--- src/rtl/clk_edge_rx_pkg.sv ---
// rtl/clk_edge_rx_pkg.sv - shared state type and default constants for clk_edge_rx
// Optional glitch filter is enabled by defining CLK_EDGE_RX_FILT_EN.
package clk_edge_rx_pkg;

   typedef enum logic [1:0] {
      IDLE    = 2'd0,
      MEASURE = 2'd1,
      LOCKED  = 2'd2,
      STALL   = 2'd3
   } state_t;

   localparam int DEF_SYNC_STAGES = 2;
   localparam int DEF_CNT_W       = 16;
   localparam int DEF_TIMEOUT     = 10000;
   localparam int DEF_FILT_LEN    = 4;

endpackage

--- src/rtl/clk_edge_rx_sync_edge_det.sv ---
// rtl/clk_edge_rx_sync_edge_det.sv - synchronizer, optional glitch filter and registered edge pulses
// Filter stage present only when CLK_EDGE_RX_FILT_EN is defined.
module sync_edge_det
   import clk_edge_rx_pkg::*;
#(
   parameter int SYNC_STAGES = DEF_SYNC_STAGES,
   parameter int FILT_LEN    = DEF_FILT_LEN
) (
   input  logic clk,
   input  logic rst_n,
   input  logic din,
   output logic rise,
   output logic fall
);

   if (SYNC_STAGES < 2) begin : g_bad_sync
      $error("sync_edge_det: SYNC_STAGES must be at least 2");
   end
   if (FILT_LEN < 1) begin : g_bad_filt
      $error("sync_edge_det: FILT_LEN must be at least 1");
   end

   logic [SYNC_STAGES-1:0] sync_q;
   logic                   sync_lvl;
   logic                   lvl;
   logic                   prev_q;
   logic                   rise_q;
   logic                   fall_q;

   always_ff @(posedge clk or negedge rst_n) begin
      if (!rst_n) sync_q <= '0;
      else        sync_q <= {sync_q[SYNC_STAGES-2:0], din};
   end

   assign sync_lvl = sync_q[SYNC_STAGES-1];

`ifdef CLK_EDGE_RX_FILT_EN
   localparam int RUN_W = $clog2(FILT_LEN + 1);

   logic             filt_q;
   logic [RUN_W-1:0] run_q;

   // Level only flips once the synchronized input has disagreed for FILT_LEN cycles in a row.
   always_ff @(posedge clk or negedge rst_n) begin
      if (!rst_n) begin
         filt_q <= 1'b0;
         run_q  <= '0;
      end else if (sync_lvl != filt_q) begin
         if (run_q == RUN_W'(FILT_LEN - 1)) begin
            filt_q <= sync_lvl;
            run_q  <= '0;
         end else begin
            run_q <= run_q + 1'b1;
         end
      end else begin
         run_q <= '0;
      end
   end

   assign lvl = filt_q;
`else
   assign lvl = sync_lvl;
`endif

   always_ff @(posedge clk or negedge rst_n) begin
      if (!rst_n) begin
         prev_q <= 1'b0;
         rise_q <= 1'b0;
         fall_q <= 1'b0;
      end else begin
         prev_q <= lvl;
         rise_q <= lvl & ~prev_q;
         fall_q <= ~lvl & prev_q;
      end
   end

   assign rise = rise_q;
   assign fall = fall_q;

endmodule

--- src/rtl/clk_edge_rx.sv ---
// rtl/clk_edge_rx.sv - slow strobe receiver: edge enables, period measurement, lock/stall tracking
// Optional glitch filter in the edge detector via CLK_EDGE_RX_FILT_EN.
module clk_edge_rx
   import clk_edge_rx_pkg::*;
#(
   parameter int SYNC_STAGES = DEF_SYNC_STAGES,
   parameter int CNT_W       = DEF_CNT_W,
   parameter int TIMEOUT     = DEF_TIMEOUT,
   parameter int FILT_LEN    = DEF_FILT_LEN
) (
   input  logic             clk,
   input  logic             rst_n,
   input  logic             sclk_in,
   output logic             rise_pulse,
   output logic             fall_pulse,
   output logic [CNT_W-1:0] period,
   output logic             period_vld,
   output logic             locked,
   output logic             stalled
);

   if (TIMEOUT < 2 || 64'(TIMEOUT) > ((64'd1 << CNT_W) - 64'd1)) begin : g_bad_timeout
      $error("clk_edge_rx: TIMEOUT out of range for CNT_W");
   end

   localparam logic [CNT_W-1:0] CNT_MAX = '1;
   localparam logic [CNT_W-1:0] TO_VAL  = CNT_W'(TIMEOUT);

   state_t           state_q;
   state_t           state_d;
   logic [CNT_W-1:0] cnt_q;
   logic [CNT_W-1:0] period_q;
   logic             capture;
   logic             timeout_hit;

   sync_edge_det #(
      .SYNC_STAGES (SYNC_STAGES),
      .FILT_LEN    (FILT_LEN)
   ) u_sync_edge_det (
      .clk   (clk),
      .rst_n (rst_n),
      .din   (sclk_in),
      .rise  (rise_pulse),
      .fall  (fall_pulse)
   );

   // Loading 1 on the rise makes cnt equal the rise-to-rise distance at the next rise.
   always_ff @(posedge clk or negedge rst_n) begin
      if (!rst_n)                cnt_q <= '0;
      else if (rise_pulse)       cnt_q <= CNT_W'(1);
      else if (cnt_q != CNT_MAX) cnt_q <= cnt_q + 1'b1;
   end

   assign capture     = rise_pulse && (state_q == MEASURE || state_q == LOCKED);
   assign timeout_hit = (cnt_q == TO_VAL);

   always_ff @(posedge clk or negedge rst_n) begin
      if (!rst_n) begin
         state_q  <= IDLE;
         period_q <= '0;
      end else begin
         state_q <= state_d;
         if (capture) period_q <= cnt_q;
      end
   end

   always_comb begin
      state_d = state_q;
      unique case (state_q)
         IDLE:            if (rise_pulse) state_d = MEASURE;
         MEASURE, LOCKED: begin
            if (rise_pulse)       state_d = LOCKED;
            else if (timeout_hit) state_d = STALL;
         end
         STALL:           if (rise_pulse) state_d = MEASURE;
         default:         state_d = IDLE;
      endcase
   end

   // Bypass so the new period is visible in the same cycle as period_vld.
   assign period     = capture ? cnt_q : period_q;
   assign period_vld = capture;
   assign locked     = (state_q == LOCKED);
   assign stalled    = (state_q == STALL);

endmodule

--- config.mk ---
export PLATFORM = sky130hd
export DESIGN_NAME = clk_edge_rx
export DESIGN_NICKNAME = d
export VERILOG_FILES = /design/src/rtl/clk_edge_rx_pkg.sv /design/src/rtl/clk_edge_rx_sync_edge_det.sv /design/src/rtl/clk_edge_rx.sv
export SDC_FILE = /design/constraint.sdc
export NUM_CORES = 1
export LEC_CHECK = 0
export BUFFER_PORTS_ARGS = -buffer_cell sky130_fd_sc_hd__buf_4
export CAP_MARGIN = 20
export CORE_UTILIZATION = 45
export DETAILED_ROUTE_END_ITERATION = 16
export GPL_ROUTABILITY_DRIVEN = 0
export SYNTH_ARGS = -nofsm -noshare
export SYNTH_HDL_FRONTEND = slang
export SYNTH_SLANG_ARGS = --single-unit
export TNS_END_PERCENT = 100
--- constraint.sdc ---
create_clock -name clk -period 2.1 [get_ports clk]
set_input_delay 0.42 -clock clk [delete_from_list [all_inputs] [get_ports clk]]
set_output_delay 0.42 -clock clk [all_outputs]
set_load 0.01 [all_outputs]
== Word-level counts from Yosys, hierarchy flattened ==
Cells that the tools add are included.
W data, S select, Z words.
Storage, ports and cells
  memory bits (writable): 0
  register bits: 39
  latch bits: 0
  memory bits (read-only): 0
  output and inout port bits: 21
  memories: 0
  word-level logic and storage cells: 33
  input bits: 3
Operators by class
  magnitude comparators: 0
  bitwise gates (word level): 4
  $mul: 0
  div/mod/pow operators: 0
  add/sub/neg operators: 1
  reductions and logical operators: 7
  shift operators: 0
  mux-type cells: 7
  eq/ne operators: 7
Operators with widths (number)
  $mux W16: 3
  $add A16 B1 Y16 const B: 1
  $eq A16 B14 Y1 const B: 1
  $ne A16 B16 Y1 const B: 1
  $mux W2: 3
  $eq A2 B2 Y1 const B: 2
  $pmux W2 S2: 1
  $reduce_or A2 Y1: 2
  $ne A3 B2 Y1 const B: 1
  $and A1 B1 Y1: 2
  $eq A2 B1 Y1 const B: 1
  $logic_not A2 Y1: 1
  $ne A2 B1 Y1 const B: 1
  $not A1 Y1: 2
  $reduce_and A2 Y1: 1
  $reduce_bool A2 Y1: 1
  $logic_and A1 B1 Y1: 1
  $logic_or A1 B1 Y1: 1

== Longest topological paths before layout ==
  word-level depth: 4
  mapped depth: 6
  gate-level depth less buffers: 6

== Cells and area by module ==
From an unflattened synthesis, not the netlist that was laid out.
Unflattened totals
  cell total of the unflattened synthesis: 150
  area, all modules: 1742.9 um^2
By module, submodules not included
  clk_edge_rx: cells an instance 143, sequential area each 850.8 um^2, area an instance 1602.8 um^2, instances 1
  sync_edge_det: cells an instance 7, sequential area each 125.1 um^2, area an instance 140.1 um^2, instances 1

== Worst setup path before layout ==
Ideal clock, no wire load.
  path kind: reg2out
  start point: reg state_q[0]
  end point: out period[10]
  data arrival time: 1.607 ns
  stages on the path, launching flop included: 7
  required time: 1.680 ns
  path slack: 0.073 ns
  path through: dfrtp_1 > inv_1 > ha_1 > nor2b_1 > buf_2 > buf_2 > mux2_2
Between the ends
  longest elaborated chain between the ends: 4
RTL lines
  from (decl): RTL line clk_edge_rx.sv:29  | state_t state_q;
  from (signal assigned): RTL line clk_edge_rx.sv:62  | state_q <= state_d;
  $eq A2 B1 Y1 / $eq A2 B2 Y1 (equally long branches): RTL line clk_edge_rx.sv:54  | assign capture = rise_pulse && (state_q == MEASURE || state_q == LOCKED);
  $logic_or A1 B1 Y1 *: RTL line clk_edge_rx.sv:54
  $logic_and A1 B1 Y1 *: RTL line clk_edge_rx.sv:54
  net period_vld: RTL line clk_edge_rx.sv:17  | output logic period_vld,
  $mux W16 *: RTL line clk_edge_rx.sv:81  | assign period = capture ? cnt_q : period_q;
  to (decl): RTL line clk_edge_rx.sv:16  | output logic [CNT_W-1:0] period,
The timed path passes the listed nets; every way through them passes the cells marked *.

== Worst setup path in the final report ==
  start point: reg state_q[1]
  end point: out period[1]
Between the ends
  longest elaborated chain between the ends: 4
RTL lines (RTL line)
  $eq A2 B1 Y1 / $eq A2 B2 Y1 (equally long branches): clk_edge_rx.sv:54
  $logic_or A1 B1 Y1 *: clk_edge_rx.sv:54
  $logic_and A1 B1 Y1 *: clk_edge_rx.sv:54
  $mux W16 *: clk_edge_rx.sv:81
Mark *: on every way between the ends. The rest lies on a longest branch, timed or not.

==> flow_summary_export.csv <==
group,metric,value,unit
setup_path,reg2reg_depth,6,
synth,synthCells,155,
synth,avgSynthCellArea,11.8,sq um
timing,final.setup.tns,-1.03,ns
flow_run,cap_viol_max_count,0,
setup_path,start_kind,"register",
clock_network,cts-root-buf,"clkbuf_8",
global_routing,grt_first_pass_wirelength,6.24,mm
synth,yosys_warnings,0,
route,firstDrtPassIters,4,
setup_path,crit_family,"flip-flops",
clock_network,path_clk_slew,0.08,ns
clock_network,clkSinkCount,39,
clock_network,cts_buffer_depth,2,
die,dieArea,4330,sq um
layout,final_cell_mix,"dfrtp_1 (39), buf_6 (18), buf_4 (17)",
status,violations,"negative setup slack",
timing,clock_skew,0.00739,ns
layout,final_cell_area,2400,sq um
pwr,p_per_area,970,nW/um^2
worst_hold_path,hold_path.class,"input pin to asynchronous set/reset pin",
timing,slew_headroom,68.1,%
synth,synthesis.nets,162,
layout,layout-drive-gt1-share,35.2,%
die,core-area,3770,sq um
setup_path,path_buf_inv,2,
timing,fmaxAchievable,459,MHz
route,ant_nets,0,
setup_path,reg2reg_to,"cnt_q[10]",
setup_path,cp_slowest_cell,"dfrtp_1",
synth,synth-seq-area-share,53.2,%
layout,finalNetCount,199,
pwr,total_power,2.33,mW
setup_path,worstPathArrival,1.76,ns
setup_path,crit_type,"register to primary output",
synth,synth-seq-cells,39,
route,via_per_inst,5.59,
clock_network,holdBufCountCts,0,
global_routing,grt_antenna_before_repair,0,
route,wl,3.68,mm
timing,setup_viol,16,
die,die_w,65.8,um
placement,numPortBuffers,23,
route,drt_iter0_drc,115,
clock_network,worstSkewPairLatency,0.29,ns
clock_network,h-tree-depth,2,
layout,areaGrowthSynthToFinish,31.1,%
timing,rsz0062_at_grt,"yes",
global_routing,grt_usage,19.8,%
setup_path,required,1.68,ns
global_routing,grt_max_degree,40,
global_routing,grt_pass1_vias,1279,
timing,whs,0.0892,ns
die,num_io_pins,24,
die,fp.dieH,65.8,um
placement,dp_slack,0.0395,ns
route,wl_per_cell,15.3,um
global_routing,grt_overflow_total,0,
timing,hold_violations,0,
layout,n_fill_cell,287,
setup_path,r2r_slack,0.23,ns
layout,final_common_cell,"dfrtp_1",
timing,tightestPinTransition,0.478,ns
pwr,irDropWorstVdd,0.000692,V
setup_path,slowest_delay,0.42,ns
setup_path,critPathCaptureType,"primary output",
pwr,p_leak,1.11,nW
setup_path,worstPathCellList,"ha_4, nor2b_4, buf_8, mux2_4, buf_6",
timing,fin_crit_sh,104,%
die,rows,22,
timing,worst_slack,-0.0764,ns
setup_path,timing.rr.start,"cnt_q[1]",
layout,antenna_cells,0,
synth,syn_area,1830,sq um
timing,finalMaxSlewViolations,0,
placement,dpl_cell_area,2070,sq um
route,vias,1348,
route,drc,0,
timing,min_period,2.18,ns
placement,dpl.hpwl,2.33,mm
status,status,"complete, but fails checks",
synth,synth_cell_types,39,
setup_path,crit_fanout,7,
clock_network,cts_tree,"built",
clock_network,numCtsBuffers,5,
die,initial_core_util,48.6,%
where the power goes:
group | switching, mW | internal [mW]
sequential | 0.102 | 0.849
clock | 0.253 | 0.384
combinational | 0.312 | 0.428
total | 0.668 | 1.66
through the flow:
step | util [%] | std cells
final | 63.7 | 241
after CTS | 63.1 | 238
after global placement | 54.9 | 225
after global routing | 63.7 | 241
after detailed placement | 54.9 | 225
after floorplan | - | 155
registers in the layout (all words and copies together) (netlist names):
name                    count
u_sync_edge_det.sync_q      2
cnt_q                      16
u_sync_edge_det.prev_q      1
state_q                     2
period_q                   16
u_sync_edge_det.fall        1
u_sync_edge_det.rise        1
cell usage after synthesis (all sizes together):
| master | count | area (sq um) |
|---|---|---|
| dfrtp | 39 | 976 |
| mux2 | 16 | 180 |
| a21oi | 11 | 55.1 |
| inv | 9 | 33.8 |
| nor2 | 8 | 37.5 |
| nand3 | 7 | 35.0 |
| buf | 4 | 26.3 |
| ha | 4 | 50.1 |
| mux2i | 4 | 40.0 |
| nand2 | 4 | 15.0 |
| nand4 | 4 | 46.3 |
| nor3 | 4 | 25.0 |
| nor4 | 4 | 40.0 |
| or4 | 4 | 30.0 |
| and3 | 3 | 18.8 |
| nor2b | 3 | 18.8 |
| o21ai | 3 | 15.0 |
| o31ai | 3 | 22.5 |
| o41ai | 3 | 26.3 |
| clkbuf | 2 | 7.51 |
| o2111ai | 2 | 17.5 |
| or3 | 2 | 12.5 |
| or4b | 2 | 20.0 |
| xnor2 | 2 | 17.5 |
| a31oi | 1 | 6.26 |
| a41o | 1 | 10.0 |
| and4 | 1 | 8.76 |
| and4b | 1 | 10.0 |
| nand2b | 1 | 6.26 |
| nor4b | 1 | 8.76 |
| o21ba | 1 | 10.0 |
| or2 | 1 | 6.26 |
metal layers:
layer | track usage [%] | vias up | routed length, um
li1 | - | 645 | -
met1 | 26.6 | 660 | 1740
met2 | 30.4 | 39 | 1720
met3 | 4.83 | 4 | 177
met4 | 8.15 | 0 | 44
met5 | 0 | - | 0
worst max-delay path by stage:
stage               slack (ns)    endpoint  startpoint  cells past startpoint
finish                   -0.08   period[1]  state_q[1]                      5
global route             -0.12   period[1]  state_q[0]                      6
floorplan                 0.07  period[10]  state_q[0]                      6
detailed placement        0.04  period[10]  state_q[0]                      6
global placement          0.14  period[10]  state_q[0]                      6
CTS                      -0.08   period[2]  state_q[0]                      6
kinds of logic after synthesis:
group | share of synthesized area [%]
adder cells (fa/ha/maj) | 2.73
AO/OA/AOI/OAI | 8.87
AND/OR/NAND/NOR | 18.5
buffers and inverters | 3.69
multiplexers | 12.0
flip-flops | 53.2
XOR/XNOR | 0.956
worst reg2reg max path: stages, from the launching register on:
cell and delay, ns:
dfrtp_1 0.44, ha_1 0.25, nand3_1 0.20, nor4_4 0.10, buf_4 0.18, or4b_1 0.47
a21oi_1 0.16
what timing repair did:
item | 4_1_cts | 5_1_grt
hold endpoints to repair | 0 | 0
gates cloned | 1 | 0
setup buffers | 4 | 3
gates resized for setup | 42 | 0
pin swaps | 1 | 0
endpoints found under the setup margin | 16 | 16
final cells by class:
class | instances | area, sq um | area share [%]
Multi-Input combinational cell | 101 | 870 | 36.2
Clock buffer | 6 | 82.6 | 3.44
Timing Repair Buffer | 36 | 345 | 14.4
Inverter | 9 | 33.8 | 1.41
Tap cell | 48 | 60.1 | 2.50
Clock inverter | 2 | 35.0 | 1.46
Sequential cell | 39 | 976 | 40.6
No activity file was read; power rests on OpenSTA's default activity.
